==> config.mk <==
export PLATFORM = sky130hd
export DESIGN_NAME = fft32_stage_ctrl
export DESIGN_NICKNAME = d
export VERILOG_FILES = /design/src/rtl/fft_pkg.sv /design/src/rtl/fft_bf_addr_gen.sv /design/src/rtl/fft32_stage_ctrl.sv
export SDC_FILE = /design/constraint.sdc
export NUM_CORES = 1
export LEC_CHECK = 0
export CORE_ASPECT_RATIO = 1.2
export CORE_MARGIN = 2
export CORE_UTILIZATION = 60
export CTS_BUF_LIST = sky130_fd_sc_hd__clkbuf_4
export CTS_CLUSTER_SIZE = 30
export DETAILED_ROUTE_END_ITERATION = 8
export DONT_BUFFER_PORTS = 1
export PLACE_DENSITY = 0.76
export REMOVE_ABC_BUFFERS = 1
export SYNTH_ARGS = -nofsm -noshare
export SYNTH_HDL_FRONTEND = slang
export SYNTH_SLANG_ARGS = --single-unit
==> constraint.sdc <==
create_clock -name clk -period 6.43 [get_ports clk]
set_input_delay 1.286 -clock clk [delete_from_list [all_inputs] [get_ports clk]]
set_output_delay 1.286 -clock clk [all_outputs]
set_load 0.05 [all_outputs]
==> src/rtl/fft_pkg.sv <==
// Shared sizing and state encoding for the 32-point radix-2 DIT FFT sequencer.
package fft_pkg;

    localparam int N_LOG2 = 5;
    localparam int N      = 1 << N_LOG2;
    localparam int NBF    = N / 2;

    localparam int ADDR_W = N_LOG2;
    localparam int TW_W   = N_LOG2 - 1;
    localparam int BFK_W  = N_LOG2 - 1;
    localparam int STG_W  = $clog2(N_LOG2);

    typedef logic [ADDR_W-1:0] addr_t;
    typedef logic [TW_W-1:0]   tw_t;
    typedef logic [BFK_W-1:0]  bfk_t;
    typedef logic [STG_W-1:0]  stg_t;

    typedef enum logic [1:0] {
        ST_IDLE  = 2'd0,
        ST_RUN   = 2'd1,
        ST_DRAIN = 2'd2,
        ST_FIN   = 2'd3
    } state_t;

endpackage

==> src/rtl/fft_bf_addr_gen.sv <==
// Maps (stage s, butterfly k) to operand addresses a, b = a + 2^s and twiddle index.
module fft_bf_addr_gen
    import fft_pkg::*;
(
    input  logic [STG_W-1:0]  stage,
    input  logic [BFK_W-1:0]  k,
    output logic [ADDR_W-1:0] a,
    output logic [ADDR_W-1:0] b,
    output logic [TW_W-1:0]   tw
);

    localparam addr_t ADDR_ONE = {{(ADDR_W-1){1'b0}}, 1'b1};
    localparam stg_t  STG_ONE  = {{(STG_W-1){1'b0}}, 1'b1};
    localparam stg_t  TW_TOP   = stg_t'(TW_W);

    addr_t k_ext_s;
    addr_t h_s;
    addr_t j_s;
    addr_t a_s;
    addr_t tw_full_s;

    // Group base is (k >> s) * 2h, offset within group is k mod h.
    always_comb begin
        k_ext_s   = {1'b0, k};
        h_s       = ADDR_ONE << stage;
        j_s       = k_ext_s & (h_s - ADDR_ONE);
        a_s       = ((k_ext_s >> stage) << (stage + STG_ONE)) | j_s;
        tw_full_s = j_s << (TW_TOP - stage);
        a         = a_s;
        b         = a_s + h_s;
        tw        = tw_full_s[TW_W-1:0];
    end

endmodule

==> src/rtl/fft32_stage_ctrl.sv <==
// FFT stage sequencer: issues one butterfly read per cycle, delays it by BF_LAT
// for write-back, and drains BF_LAT cycles between stages. Registers on falling edge.
module fft32_stage_ctrl
    import fft_pkg::*;
#(
    parameter int BF_LAT = 2
) (
    input  logic              clk,
    input  logic              rst,
    input  logic              start,
    output logic              busy,
    output logic              done,
    output logic [STG_W-1:0]  stage,
    output logic              rd_en,
    output logic [ADDR_W-1:0] rd_addr_a,
    output logic [ADDR_W-1:0] rd_addr_b,
    output logic [TW_W-1:0]   tw_idx,
    output logic              wr_en,
    output logic [ADDR_W-1:0] wr_addr_a,
    output logic [ADDR_W-1:0] wr_addr_b
);

    localparam int DRN_W = 3;
    localparam logic [DRN_W-1:0] DRN_LAST = DRN_W'(BF_LAT - 1);
    localparam logic [DRN_W-1:0] DRN_ONE  = {{(DRN_W-1){1'b0}}, 1'b1};
    localparam bfk_t K_LAST   = bfk_t'(NBF - 1);
    localparam bfk_t BFK_ONE  = {{(BFK_W-1){1'b0}}, 1'b1};
    localparam stg_t STG_LAST = stg_t'(N_LOG2 - 1);
    localparam stg_t STG_ONE  = {{(STG_W-1){1'b0}}, 1'b1};

    state_t            state_r, state_s;
    bfk_t              k_r, k_s;
    stg_t              stage_r, stage_s;
    logic [DRN_W-1:0]  drain_r, drain_s;

    addr_t gen_a_s, gen_b_s;
    tw_t   gen_tw_s;

    logic  rd_en_s, busy_s, done_s;
    addr_t rd_a_s, rd_b_s;
    tw_t   tw_s;
    stg_t  stage_o_s;

    logic [BF_LAT-1:0] dl_en_r;
    addr_t             dl_a_r [BF_LAT];
    addr_t             dl_b_r [BF_LAT];

    fft_bf_addr_gen u_addr_gen (
        .stage (stage_r),
        .k     (k_r),
        .a     (gen_a_s),
        .b     (gen_b_s),
        .tw    (gen_tw_s)
    );

    // Next-state, counter and next-output decode; outputs reflect the current state.
    always_comb begin
        state_s   = state_r;
        k_s       = k_r;
        stage_s   = stage_r;
        drain_s   = drain_r;
        rd_en_s   = 1'b0;
        rd_a_s    = '0;
        rd_b_s    = '0;
        tw_s      = '0;
        busy_s    = 1'b0;
        done_s    = 1'b0;
        stage_o_s = '0;
        case (state_r)
            ST_IDLE: begin
                if (start) begin
                    state_s = ST_RUN;
                    k_s     = '0;
                    stage_s = '0;
                    drain_s = '0;
                end else begin
                    state_s = ST_IDLE;
                end
            end
            ST_RUN: begin
                rd_en_s   = 1'b1;
                rd_a_s    = gen_a_s;
                rd_b_s    = gen_b_s;
                tw_s      = gen_tw_s;
                busy_s    = 1'b1;
                stage_o_s = stage_r;
                if (k_r == K_LAST) begin
                    state_s = ST_DRAIN;
                    k_s     = '0;
                    drain_s = '0;
                end else begin
                    k_s = k_r + BFK_ONE;
                end
            end
            ST_DRAIN: begin
                busy_s    = 1'b1;
                stage_o_s = stage_r;
                if (drain_r == DRN_LAST) begin
                    drain_s = '0;
                    if (stage_r == STG_LAST) begin
                        state_s = ST_FIN;
                        stage_s = '0;
                    end else begin
                        state_s = ST_RUN;
                        stage_s = stage_r + STG_ONE;
                    end
                end else begin
                    drain_s = drain_r + DRN_ONE;
                end
            end
            ST_FIN: begin
                done_s  = 1'b1;
                state_s = ST_IDLE;
            end
            default: begin
                state_s = ST_IDLE;
            end
        endcase
    end

    // State, counters and registered read-side outputs.
    always_ff @(negedge clk) begin
        if (!rst) begin
            state_r   <= ST_IDLE;
            k_r       <= '0;
            stage_r   <= '0;
            drain_r   <= '0;
            busy      <= 1'b0;
            done      <= 1'b0;
            stage     <= '0;
            rd_en     <= 1'b0;
            rd_addr_a <= '0;
            rd_addr_b <= '0;
            tw_idx    <= '0;
        end else begin
            state_r   <= state_s;
            k_r       <= k_s;
            stage_r   <= stage_s;
            drain_r   <= drain_s;
            busy      <= busy_s;
            done      <= done_s;
            stage     <= stage_o_s;
            rd_en     <= rd_en_s;
            rd_addr_a <= rd_a_s;
            rd_addr_b <= rd_b_s;
            tw_idx    <= tw_s;
        end
    end

    // Write-back delay line: the read strobe and addresses reappear BF_LAT edges later.
    always_ff @(negedge clk) begin
        if (!rst) begin
            dl_en_r <= '0;
            for (int i = 0; i < BF_LAT; i++) begin
                dl_a_r[i] <= '0;
                dl_b_r[i] <= '0;
            end
        end else begin
            dl_en_r[0] <= rd_en;
            dl_a_r[0]  <= rd_addr_a;
            dl_b_r[0]  <= rd_addr_b;
            for (int i = 1; i < BF_LAT; i++) begin
                dl_en_r[i] <= dl_en_r[i-1];
                dl_a_r[i]  <= dl_a_r[i-1];
                dl_b_r[i]  <= dl_b_r[i-1];
            end
        end
    end

    assign wr_en     = dl_en_r[BF_LAT-1];
    assign wr_addr_a = dl_a_r[BF_LAT-1];
    assign wr_addr_b = dl_b_r[BF_LAT-1];

endmodule

After elaboration in Yosys (flattened, before gate mapping)
Memory sizes are Yosys's and may differ from the RTL's.
Cells that the tools add are included.
- bitwise operators: 6
- eq/ne operators: 9
- shifts and indexed selects: 4
- muxes and demuxes: 24
- reduce and logical (&&, ||, !) cells: 11
- add/subtract/negate cells: 6
- operator list (operator ; number):
    $mux 5 ; 4
    $mux 3 ; 5
    $pmux 3 s3 ; 1
    $mux 4 ; 2
    $pmux 2 s4 ; 1
    $pmux 4 s2 ; 1
    $reduce_and 2->1 ; 4
    $add 3x1->3 const B ; 2
    $mux 1 ; 6
    $mux 2 ; 3
    $ne 2x2->1 const B ; 3
    $pmux 3 s2 ; 1
    $reduce_and 3->1 ; 2
    $add 5x5->5 ; 1
    $and 4x5->5 ; 1
    $or 5x5->5 ; 1
    $shl 1x3->5 const A ; 1
    $shl 5x3->4 ; 1
    $shl 5x3->5 ; 1
    $shr 4x3->5 ; 1
    $sub 5x1->5 const B ; 1
    $add 4x1->4 const B ; 1
    $eq 2x2->1 const B ; 2
    $eq 4x4->1 const B ; 1
    9 further kinds ; 13
- input port bits: 3
- RAM bits: 20
- memories: 2
- register bits: 34
- output and inout bits: 31
- logic and storage cells: 74
- memories (memory ; depth ; bits a word ; rd ports ; clocked after Yosys merged registers in ; write ports ; RTL line ; source):
    dl_a_r ; 2 ; 5 ; 2 ; 0 ; 2 ; fft32_stage_ctrl.sv:45 ; addr_t dl_a_r [BF_LAT];
    dl_b_r ; 2 ; 5 ; 2 ; 0 ; 2 ; fft32_stage_ctrl.sv:46 ; addr_t dl_b_r [BF_LAT];

Logic depth before layout (Yosys ltp)
Gate-level depths: netlist (run 1).
- depth in word-level cells: 5
- depth in mapped cells: 14
- depth with buffers taken out: 13

Hierarchy
Synthesis (run 1) repeated with hierarchy kept, for this count alone.
- cells, all modules: 276
- area, all modules: 2603.7 um^2
- by module, submodules not included (module ; cells an instance ; seq. area each (um^2) ; times used ; area each (um^2)):
    fft32_stage_ctrl ; 187 ; 1081.0 ; 1 ; 1934.4
    fft_bf_addr_gen ; 89 ; 0.0 ; 1 ; 669.4

==> reports/results.ini, run 1 <==
[clock_network]
insertion_delay_ns = 0.46
h-tree-depth = 2
cts_hold_buf = 0
cts.clk_slew.worst_paths_ns = 0.05
cts_tree = yes
cts_setup_buffers = 0
cts_buffer_depth = 2
ctsResizeCount = 0
cts-root-buf = clkbuf_4
clock_sinks = 54
cts_buffers = 5

[floorplanning]
fp-row-count = 25
initial_core_util = 0.624
fp.dieArea_mm2 = 0.00459
die_h_um = 73.8
die_x_um = 62.2
ios = 34
coreArea_mm2 = 0.00391

[placement]
hpwl_mm = 2.81
gp_congestion = 0.913
dpl_cell_area_mm2 = 0.00238
portBuffers = 0

[pwr]
power_density_mw_per_mm2 = 316
vdd.ir_drop.worst_mv = 0.164
leakagePower_nw = 1.31
total_power_w = 0.000836

[synth]
ys_async_sr_fraction = 0
yosysWarnings = 0
yosys.cell_count.top_type = dfxtp_1
synthTopCellsByArea = dfxtp_1, ha_1, and2_1
yosysUniqueCellTypes = 49
netlist_area_mm2 = 0.00244
synth_top_area_frac = 0.443
syn_avg_cell_area_um2 = 9.56
synthTopCellsByCount = dfxtp_1, and2_1, ha_1
ys_seq_area_frac = 0.443
synth_edf_count = 0
synthCells = 255
synth_top_area_cell = dfxtp_1
synth-seq-cells = 54
synth_ff_type = dfxtp_1

[hold_path]
hp-class = reg -> reg
holdCritStartpoint = dl_a_r[0][1]$_SDFF_NN0_

[finish]
fill_cells = 340
area_growth_pct = 8.57
diodes = 0
layout-drive-gt1-share = 0.0541
final_area_mm2 = 0.00265
final_nets = 315

[worst_setup_path]
rr_startpoint = stage_r[0]$_SDFFE_NN0P_
cp.arrival_ns = 4.30
worstSetupEndpoint = rd_addr_a[3]
crit_cells = 0
critPathKind = reg -> out
start_kind = flop
r2r_cells = 12
cp-end-kind = primary output
critPathMaxFanout = 2
startpoint = rd_addr_a[3]$_SDFF_NN0_
r2r_setup_slack_ns = 2.93
r2r_end = rd_addr_b[4]$_SDFF_NN0_
crit_required_ns = 5.14

[global_route]
grt_usage = 0.202
grt_pass1_wl_mm = 7.33
grt_remaining_overflow = 0
grt_max_degree = 42
first_global_vias = 1807
antenna_found_initial = 0

[outcome]
run_status = completed

[detailed_routing]
drc_errors = 0
routedWlPerCell_um = 12.2
viasPerCell = 5.24
drt-total-wl_mm = 4.28
firstDrtPassIters = 4
ant_nets = 0
vias = 1833
drtIter0Drc = 66

[sta]
finalSetupViolations = 0
maxSlewViolCount = 0
timing.hold.ws_ns = 0.418
finalClockSkew_ns = 0.0194
tns_ns = 0
rsz0062_at_grt = false
hold_violations = 0
slew_headroom = 0.634
worstMarginPinSlew_ns = 0.549

[flow_run]
cap_violations = 0

routing by layer:
| metal | up-vias | routed length, µm | part of all wire | global-route usage |
|---|---|---|---|---|
| met5 | - | 0 | 0 | 0 |
| met4 | 0 | 105 | 0.025 | 0.148 |
| li1 | 920 | - | - | - |
| met3 | 9 | 178 | 0.042 | 0.0827 |
| met1 | 863 | 1790 | 0.42 | 0.191 |
| met2 | 41 | 2200 | 0.51 | 0.359 |
placed cells by master (no fill, tap or decap), types with 2 or more instances in the layout:
master	netlist	final
inv_1	11	64
dfxtp_1	54	54
and2_1	31	31
ha_1	16	16
nand2_1	15	15
nor2_1	13	13
nor2b_1	11	11
o21ai_0	9	9
mux2i_1	7	7
and3_1	7	7
a21oi_1	6	6
nand3_1	5	5
xor2_1	5	5
clkbuf_4	0	5
xnor2_1	4	4
or3_1	3	3
nand2b_1	3	3
or2_2	3	3
a32oi_1	2	2
a211oi_1	2	2
o31a_1	2	2
a31oi_1	2	2
clkinv_4	0	2
cells by family after synthesis:
logic type | synth area share
mux | 0.0334
buf+inv | 0.0693
simple gates | 0.229
xor+xnor | 0.0323
fa+ha+maj | 0.0903
compound gates | 0.103
flops | 0.443
per-stage QoR:
| stage | utilization | instances | setup WS (ns) |
|---|---|---|---|
| final | 0.677 | 350 | 0.840 |
| after global routing | 0.677 | 350 | 0.775 |
| after CTS | 0.677 | 350 | 0.830 |
| after detailed placement | 0.609 | 289 | 0.910 |
| after global placement | 0.609 | 289 | 0.971 |
| after floorplan | - | 235 | 1.01 |
flip-flops by register name (all words and copies together) (netlist names):
signal and flops:
dl_a_r 10, dl_b_r 10, rd_addr_a 5, rd_addr_b 5, k_r 4, tw_idx 4, drain_r 3, stage 3
stage_r 3, dl_en_r 2, state_r 2, busy 1, done 1, rd_en 1
area by class of cell:
| cell class | count | area, µm² | share of cell area |
|---|---|---|---|
| clock buffers | 5 | 37.5 | 0.0142 |
| clock inverters | 57 | 231 | 0.0874 |
| inverters | 11 | 41.3 | 0.0156 |
| multi-input cells | 169 | 1190 | 0.449 |
| flip-flops and latches | 54 | 1080 | 0.408 |
| well taps | 54 | 67.6 | 0.0255 |
worst min path at each step:
stage,cells after the start,end
5_1_grt,1,dl_en_r[1]$_SDFF_NN0_
4_1_cts,1,dl_a_r[0][6]$_SDFF_NN0_
6_report,1,dl_a_r[0][6]$_SDFF_NN0_
2_1_floorplan,1,dl_a_r[0][5]$_SDFF_NN0_
3_3_place_gp,1,dl_a_r[0][7]$_SDFF_NN0_
3_5_place_dp,1,dl_a_r[0][9]$_SDFF_NN0_
where the power goes:
group          switching (W)  total [W]  internal (W)
logic              0.0000906   0.000156     0.0000654
registers          0.0000406   0.000393      0.000353
clock network       0.000196   0.000287     0.0000904
Note: power is estimated with default switching activity, not from simulation.
==> inputs of run 2 (changes only) <==
- CORE_MARGIN: 2 -> 3
==> reports/results.ini, run 2 (synthesis results as in run 1) <==
[floorplanning]
fp.dieArea_mm2 = 0.00487  ; +6.0%
die_h_um = 75.8  ; +2.7%
coreArea_mm2 = 0.00378  ; -3.2%
fp-row-count = 24  ; -4.0%
initial_core_util = 0.645  ; +0.0208
die_x_um = 64.2  ; +3.2%
ios = 34  ; unchanged

[detailed_routing]
met2_length_mm = 2.09  ; -5.2%
firstDrtPassIters = 4  ; unchanged
routed-wl-met3_um = 300  ; +69%
viasPerCell = 5.16  ; -1.4%
drt-total-wl_mm = 4.23  ; -1.0%
routedWlPerCell_um = 12.2  ; -0.46%
vias = 1797  ; -2.0%
wl_met1_mm = 1.79  ; -0.34%
top_layer_used = met4
ant_nets = 0  ; unchanged
drtIter0Drc = 83  ; +26%
drc_errors = 0  ; unchanged

[clock_network]
cts_hold_buf = 0  ; unchanged
h-tree-depth = 2  ; unchanged
cts.clk_slew.worst_paths_ns = 0.05  ; about the same
cts_buffer_depth = 2  ; unchanged
ctsResizeCount = 0  ; unchanged
cts_buffers = 5  ; unchanged
insertion_delay_ns = 0.43  ; -0.03 ns
cts_tree = yes
cts_setup_buffers = 0  ; unchanged
cts-root-buf = clkbuf_4
clock_sinks = 54  ; unchanged

[global_route]
antenna_found_initial = 0  ; unchanged
grt_max_degree = 42  ; unchanged
grt_remaining_overflow = 0  ; unchanged
grt_pass1_wl_mm = 7.09  ; -3.4%
first_global_vias = 1727  ; -4.4%
grt_usage = 0.188  ; -0.0146

[placement]
place_ws_ns = 0.921  ; +0.0108 ns
gp_congestion = 0.831  ; -9.0%
hpwl_mm = 2.86  ; +1.8%
portBuffers = 0  ; unchanged
dp_cells = 287  ; -0.69%

[finish]
final_nets = 315  ; unchanged
layout.cells.non_filler = 348  ; -0.57%
final_cell_mix = inv_1, dfxtp_1, and2_1
area_growth_pct = 8.06
layout-drive-gt1-share = 0.0507  ; -0.00338
diodes = 0  ; unchanged
final_common_cell = inv_1
top_regs = dl_a_r: 10 flops, dl_b_r: 10 flops

[sta]
maxSlewViolCount = 0  ; unchanged
finalClockSkew_ns = 0.0165  ; -0.00286 ns
worstMarginPinSlew_ns = 0.535  ; -0.0134 ns
tns_ns = 0  ; unchanged
final.setup.worst_slack_ns = 0.857  ; +0.0168 ns
hold_violations = 0  ; unchanged
finalSetupViolations = 0  ; unchanged
slew_headroom = 0.643  ; +0.00894
rsz0062_at_grt = false

[worst_setup_path]
cp-end-kind = primary output
critPathKind = reg -> out
cp.arrival_ns = 4.29  ; about the same
critPathMaxFanout = 2  ; unchanged
start_kind = flop
crit_required_ns = 5.14  ; about the same

[pwr]
leakagePower_nw = 1.31  ; about the same
power_density_mw_per_mm2 = 311  ; -1.6%
vdd.ir_drop.worst_mv = 0.196  ; +19%

[outcome]
run_status = completed

[flow_run]
cap_violations = 0  ; unchanged

[hold_path]
hp-class = reg -> reg

## run 2: cell count changes in the layout (fill, tap and decap cells not counted), sizes merged
cell / before / now
clkinv: 2 / 1
inv: 66 / 67
## run 2: report_power, final
group	total, W	switching, W	internal (W)
Combinational	0.000155	0.0000894	0.0000657
Sequential	0.000393	0.0000404	0.000353
Clock	0.000271	0.000185	0.0000861
## run 2: through the flow
| stage | hold slack (ns) | util | instance area (µm²) | power [W] |
|---|---|---|---|---|
| floorplan | 0.412 | - | 2310 | 0.000573 |
| global placement | 0.413 | 0.629 | 2380 | 0.000602 |
| detailed placement | 0.418 | 0.629 | 2380 | 0.000605 |
| CTS | 0.424 | 0.696 | 2640 | 0.000835 |
| global route | 0.437 | 0.696 | 2640 | 0.000892 |
| finish | 0.426 | 0.696 | 2640 | 0.000819 |
## run 2: worst paths after layout
| kind | end | slack, ns | from | depth (start not counted) |
|---|---|---|---|---|
| worst max register to register | rd_addr_b[4]$_SDFF_NN0_ | 2.94 | stage_r[0]$_SDFFE_NN0P_ | 12 |
| worst min register to register | dl_b_r[0][5]$_SDFF_NN0_ | 0.43 | dl_b_r[0][0]$_SDFF_NN0_ | 1 |
| worst min-delay path | dl_b_r[0][5]$_SDFF_NN0_ | 0.43 | dl_b_r[0][0]$_SDFF_NN0_ | 1 |
| worst max-delay path | rd_addr_a[4] | 0.86 | rd_addr_a[4]$_SDFF_NN0_ | 0 |
## run 2: cell type report
cell class	instances	area, µm²
multi-input combinational	169	1190
fill	326	1150
sequential	54	1080
clock inverter	57	221
tap	52	65.1
inverter	11	41.3
clock buffer	5	37.5
## run 2: routing by layer
metal	track usage	vias to the layer above
met5	0	-
met4	0.131	0
met3	0.0929	7
met2	0.295	46
met1	0.200	822
li1	-	922
